--- src/rtl/fetch_buffer.sv ---
// Instruction realignment buffer sitting right after the fetch stage.
// Word-aligned 32-bit fetch responses are queued as 16-bit halfwords, and
// one complete instruction (compressed or 32-bit) is presented per cycle,
// together with its pc, for decode. out_stall tells fetch to hold its
// address counter while too little room remains for another word.
module fetch_buffer #(
    parameter int DEPTH = 8
) (
    input  logic        clock,
    input  logic        reset,
    input  logic [31:0] in_pc,
    input  logic [31:0] in_rdata,
    input  logic        in_ready,
    input  logic        in_align,
    input  logic        in_clear,
    input  logic        in_stall,
    output logic [31:0] out_pc,
    output logic [31:0] out_instr,
    output logic        out_done,
    output logic        out_stall
);

    localparam int AW = $clog2(DEPTH);
    localparam logic [AW:0] DEPTH_C = (AW+1)'(DEPTH);
    localparam logic [AW:0] ONE_C   = (AW+1)'(1);
    localparam logic [AW:0] TWO_C   = (AW+1)'(2);
    localparam logic [AW:0] FOUR_C  = (AW+1)'(4);

    logic [15:0]   hw [DEPTH];
    logic [AW-1:0] rd_ptr;
    logic [AW-1:0] wr_ptr;
    logic [AW:0]   count;
    logic [31:0]   head_pc;
    logic          first;

    logic [15:0]   h0;
    logic [15:0]   h1;
    logic          is_comp;
    logic          pop;
    logic          push_req;
    logic          push;
    logic          single_push;
    logic [AW:0]   pop_n;
    logic [AW:0]   push_n;
    logic [AW:0]   free_after_pop;
    logic [AW:0]   count_next;

    // Head decode: the two oldest halfwords, wrapping naturally through the pointer width.
    assign h0      = hw[rd_ptr];
    assign h1      = hw[rd_ptr + AW'(1)];
    assign is_comp = (h0[1:0] != 2'b11);

    // A compressed head needs one stored halfword, a 32-bit head needs two.
    // Written so an empty buffer reports not-done regardless of stale storage.
    assign out_done  = (count >= TWO_C) || ((count == ONE_C) && is_comp);
    assign out_instr = !out_done ? 32'h0 :
                       (is_comp ? {16'h0, h0} : {h1, h0});
    assign out_pc    = head_pc;
    assign out_stall = (DEPTH_C - count) < FOUR_C;

    // Pop and push decisions. A redirect suppresses both.
    assign pop            = out_done && !in_stall && !in_clear;
    assign pop_n          = is_comp ? ONE_C : TWO_C;
    assign single_push    = first && in_align;
    assign push_n         = single_push ? ONE_C : TWO_C;
    assign push_req       = in_ready && !in_clear;
    assign free_after_pop = DEPTH_C - count + (pop ? pop_n : '0);
    assign push           = push_req && (free_after_pop >= TWO_C);
    assign count_next     = count + (push ? push_n : '0) - (pop ? pop_n : '0);

    // Halfword storage; contents are only meaningful below count, so no reset.
    always_ff @(posedge clock) begin
        if (push) begin
            if (single_push) begin
                hw[wr_ptr] <= in_rdata[31:16];
            end else begin
                hw[wr_ptr]          <= in_rdata[15:0];
                hw[wr_ptr + AW'(1)] <= in_rdata[31:16];
            end
        end
    end

    // Pointer, occupancy, head pc and first-push tracking; a redirect flushes
    // everything but leaves head_pc alone until the new stream arrives.
    always_ff @(posedge clock or negedge reset) begin
        if (!reset) begin
            rd_ptr  <= '0;
            wr_ptr  <= '0;
            count   <= '0;
            head_pc <= 32'h0;
            first   <= 1'b1;
        end else if (in_clear) begin
            rd_ptr  <= '0;
            wr_ptr  <= '0;
            count   <= '0;
            first   <= 1'b1;
        end else begin
            if (pop) begin
                rd_ptr <= rd_ptr + pop_n[AW-1:0];
            end
            if (push) begin
                wr_ptr <= wr_ptr + push_n[AW-1:0];
            end
            count <= count_next;
            if (push && first) begin
                head_pc <= in_align ? (in_pc + 32'd2) : in_pc;
                first   <= 1'b0;
            end else if (pop) begin
                head_pc <= head_pc + (is_comp ? 32'd2 : 32'd4);
            end
        end
    end

    // A push that finds no room is dropped; legal fetch behaviour never gets here.
    always @(posedge clock) begin
        if (reset && push_req) begin
            assert (push);
        end
    end

endmodule

--- config.mk ---
export PLATFORM = sky130hd
export DESIGN_NAME = fetch_buffer
export DESIGN_NICKNAME = d
export VERILOG_FILES = /design/src/rtl/fetch_buffer.sv
export SDC_FILE = /design/constraint.sdc
export NUM_CORES = 1
export LEC_CHECK = 0
export ABC_AREA = 1
export CORE_MARGIN = 4
export CORE_UTILIZATION = 60
export CTS_CLUSTER_DIAMETER = 200
export DETAILED_ROUTE_END_ITERATION = 12
export MAX_ROUTING_LAYER = met4
export PLACE_DENSITY_LB_ADDON = 0.15
export SLEW_MARGIN = 20
export SYNTH_ARGS = -nofsm -noshare
export SYNTH_HDL_FRONTEND = slang
export SYNTH_SLANG_ARGS = --single-unit
--- constraint.sdc ---
create_clock -name clock -period 6.2 [get_ports clock]
set_input_delay 1.24 -clock clock [delete_from_list [all_inputs] [get_ports clock]]
set_output_delay 1.24 -clock clock [all_outputs]
set_load 0.05 [all_outputs]
==> out/qor.yml, run 1 <==
status:
  outcome: "completed"
worst_setup_path:
  critPathKind: "reg2reg"
  cp_max_fo: 65
  crit-reg2reg-launch: "rd_ptr[0]"
  crit_path_top_delay_cell: "dfrtp_4"
  path_cells: "clkinv_2 -> nand2_1 -> nand3_1 -> nand2_1 -> nand2_1 -> nand2_1 -> nand2_1 -> nand2_1 -> nand2_1 -> nand3_2 -> inv_1 -> nand2_1 -> inv_1 -> ha_1 -> inv_1 -> fa_1 -> nand2_1 -> nor2_1 -> nand3_2 -> nand2_4 -> nor2_8 -> buf_4 -> nand2_4 -> o21ai_2"
  critPathTopFamily: "simple AND/OR/NAND/NOR gates"
  end_kind: "flip-flop"
  cp.buffers_inverters: 5
  cp-start-kind: "flip-flop"
  cp_slowest_stage_delay_ns: 0.84
  cp-startpoint: "rd_ptr[0]"
  critPathRequiredTime_ns: 6.25
  worstPathArrival_ns: 5.59
  critPathMostFrequentCell: "nand2_1"
pwr:
  power_per_cell_area_nw_per_um2: 450.0
  finalPower_mw: 6.539
  leakage_nw: 6.427
  peakVddDrop_mv: 0.2782
global_route:
  grtUsageTotal_pct: 35.38
  grt_first_pass_wirelength_mm: 64.25
  grt_pass1_vias: 12042
  antenna_found_initial: 0
  grt_max_degree: 82
  grt_overflow_total: 0
sta:
  setup_tns_ns: 0
  tightest_slew_ns: 1.097
  setup_viol: 0
  finalCritPeriodShare_pct: 89.38
  post-route-min-period_ns: 5.541
  clock_skew_ns: 0.01341
  rsz0062_at_grt: "false"
  finalMaxSlewViolations: 0
  relSlewSlack_pct: 26.84
  hold_viol: 0
  fmax_ghz: 0.1805
  setup_slack_ns: 0.6587
synthesis:
  syn_nets: 1806
  postSynthAreaPerCell_sq_um: 7.303
  syn_area_sq_um: 12510
  synthArstFlopShare_pct: 25.15
  ys_ff_latch: 171
  ys_seq_area_share_pct: 39.33
  synth_cells: 1713
  synth_edf_count: 128
  ys.warnings.count: 0
  synthFlopType: "edfxtp_1"
  synth.distinct_cells: 43
final_layout:
  n_fill_cell: 1715
  final_cell_area_sq_um: 14530
  diodes: 0
  syn2layout_area_growth_pct: 16.15
  layout_common_cells: "nand2_1, nand3_1, o21ai_0"
  drive_gt1_share_pct: 6.692
  multiInputGateArea_sq_um: 6664
  seq_area_sq_um: 4925
  layout_commonest_cell: "nand2_1"
  fin_nets: 1888
  fin_cells: 2078
floorplanning:
  start_util_pct: 61.43
  io_pins: 136
  die_w_um: 152.4
  row_count: 52
  dieArea_sq_um: 23230
  core_area_sq_um: 20360
  die_h_um: 152.4
clock_network:
  cts_made_buffers: 17
  cts_hold_buf: 0
  clockBufferDepth: 2
  tritoncts: "done"
  clock_sinks: 171
  h-tree-depth: 4
  clk_pin_slew_ns: 0.08
  clockRootBuffer: "clkbuf_16"
  clock_latency_ns: 0.44
  post_cts_buffers: 0
  cts_resized: 0
routing:
  drcViolationCount: 0
  routedWlPerCell_um: 19.74
  drtAntennaViolNets: 0
  viasPerCell: 6.247
  routed_wl_mm: 41.02
  drt_iter0_markers: 1517
  via_count: 12981
  drtPass1Iterations: 9
place:
  dp_hpwl_mm: 28.20
  gp_congestion: 0.9290
  dp.cells: 2046
  dp_slack_ns: 0.8360
  post_dp_cell_area_sq_um: 13930
  io_buffer_count: 135
worst_hold_path:
  hp-class: "reg2reg"
  min_from: "out_pc[0]"
job:
  maxCapViolCount: 0
[layer usage]
| metal | GRT usage (%) | wire, um | share of wire, % | vias up |
|---|---|---|---|---|
| met5 | - | 0 | 0 | - |
| met4 | 18.02 | 2177 | 5.3 | 0 |
| met3 | 5.652 | 4064 | 9.9 | 159 |
| met2 | 57.96 | 19800 | 48 | 818 |
| met1 | 42.49 | 14980 | 37 | 5972 |
| li1 | - | - | - | 6032 |
[worst min-delay path: stages, from the launching register on]
cell	delay, ns
dfrtp_1	0.35
nand2_1	0.05
nand2_1	0.05
[layout make-up]
| class | instances | share of cell area [%] |
|---|---|---|
| multi-input combinational | 1309 | 45.86 |
| tap | 270 | 2.325 |
| inverter | 135 | 3.496 |
| clock inverter | 15 | 1.188 |
| clock buffer | 17 | 2.928 |
| sequential | 171 | 33.89 |
| timing repair buffer | 161 | 10.32 |
[cells by family (layout without fill, tap and decap cells)]
logic type               after synthesis  count (layout)  share of synthesized area (%)
flip-flops                           171             171                          39.33
XOR/XNOR                              38              38                          2.660
buffers and inverters                233             328                          7.701
AO/OA/AOI/OAI                        346             346                          16.32
adder cells (fa/ha/maj)               23              23                          2.660
AND/OR/NAND/NOR                      901             901                          31.24
multiplexers                           1               1                        0.08001
[sequential cells by signal, indices dropped and copies added (netlist names)]
signal,cells
out_pc,32
count,4
rd_ptr,3
first,1
wr_ptr,3
hw,128
[through the flow]
| step | hold slack, ns | util (%) |
|---|---|---|
| 2_1_floorplan | 0.4854 | - |
| 3_3_place_gp | 0.4626 | 68.40 |
| 3_5_place_dp | 0.4687 | 68.40 |
| 4_1_cts | 0.4875 | 71.33 |
| 5_1_grt | 0.5342 | 71.36 |
| 6_report | 0.4889 | 71.36 |
[final timing paths]
path	depth (start not counted)	to	slack [ns]
worst max-delay path	24	hw[6][12]	0.66
worst min-delay path	2	out_pc[0]	0.49
worst max register to register	24	hw[6][12]	0.66
worst min register to register	2	out_pc[0]	0.49
max in group asynchronous	1	rd_ptr[0]	4.89
min in group asynchronous	1	out_pc[17]	0.80
[synth_stat cells (all sizes together) (2+ instances only)]
master	n	area, sq um
edfxtp	128	3844
xor2	21	183.9
inv	134	503.0
nand4	19	118.9
a32oi	14	122.6
a21oi	47	235.2
nand3	214	1081
o211a	14	140.1
xnor2	17	148.9
nor4	2	12.51
ha	17	212.7
fa	6	120.1
nor3	12	60.06
nor2	171	660.6
dfrtp	42	1051
nand2	470	1879
buf	50	276.5
nand3b	11	82.58
clkbuf	48	180.2
a32o	14	140.1
o221ai	28	245.2
o22ai	2	12.51
a21boi	2	15.01
o21ai	223	1116
[power breakdown]
part	switching [mW]	total, mW	internal [mW]
clock network	0.536	1.12	0.579
registers	0.258	1.80	1.54
logic	2.50	3.63	1.13
total	3.30	6.54	3.24
Power figures use the tool's default switching activity.
==> inputs of run 2 (changes only) <==
Settings changed: SKIP_LAST_GASP set to 1.
==> results of run 2 <==
The final DEF is identical to that of run 1; final timing and power are the same.
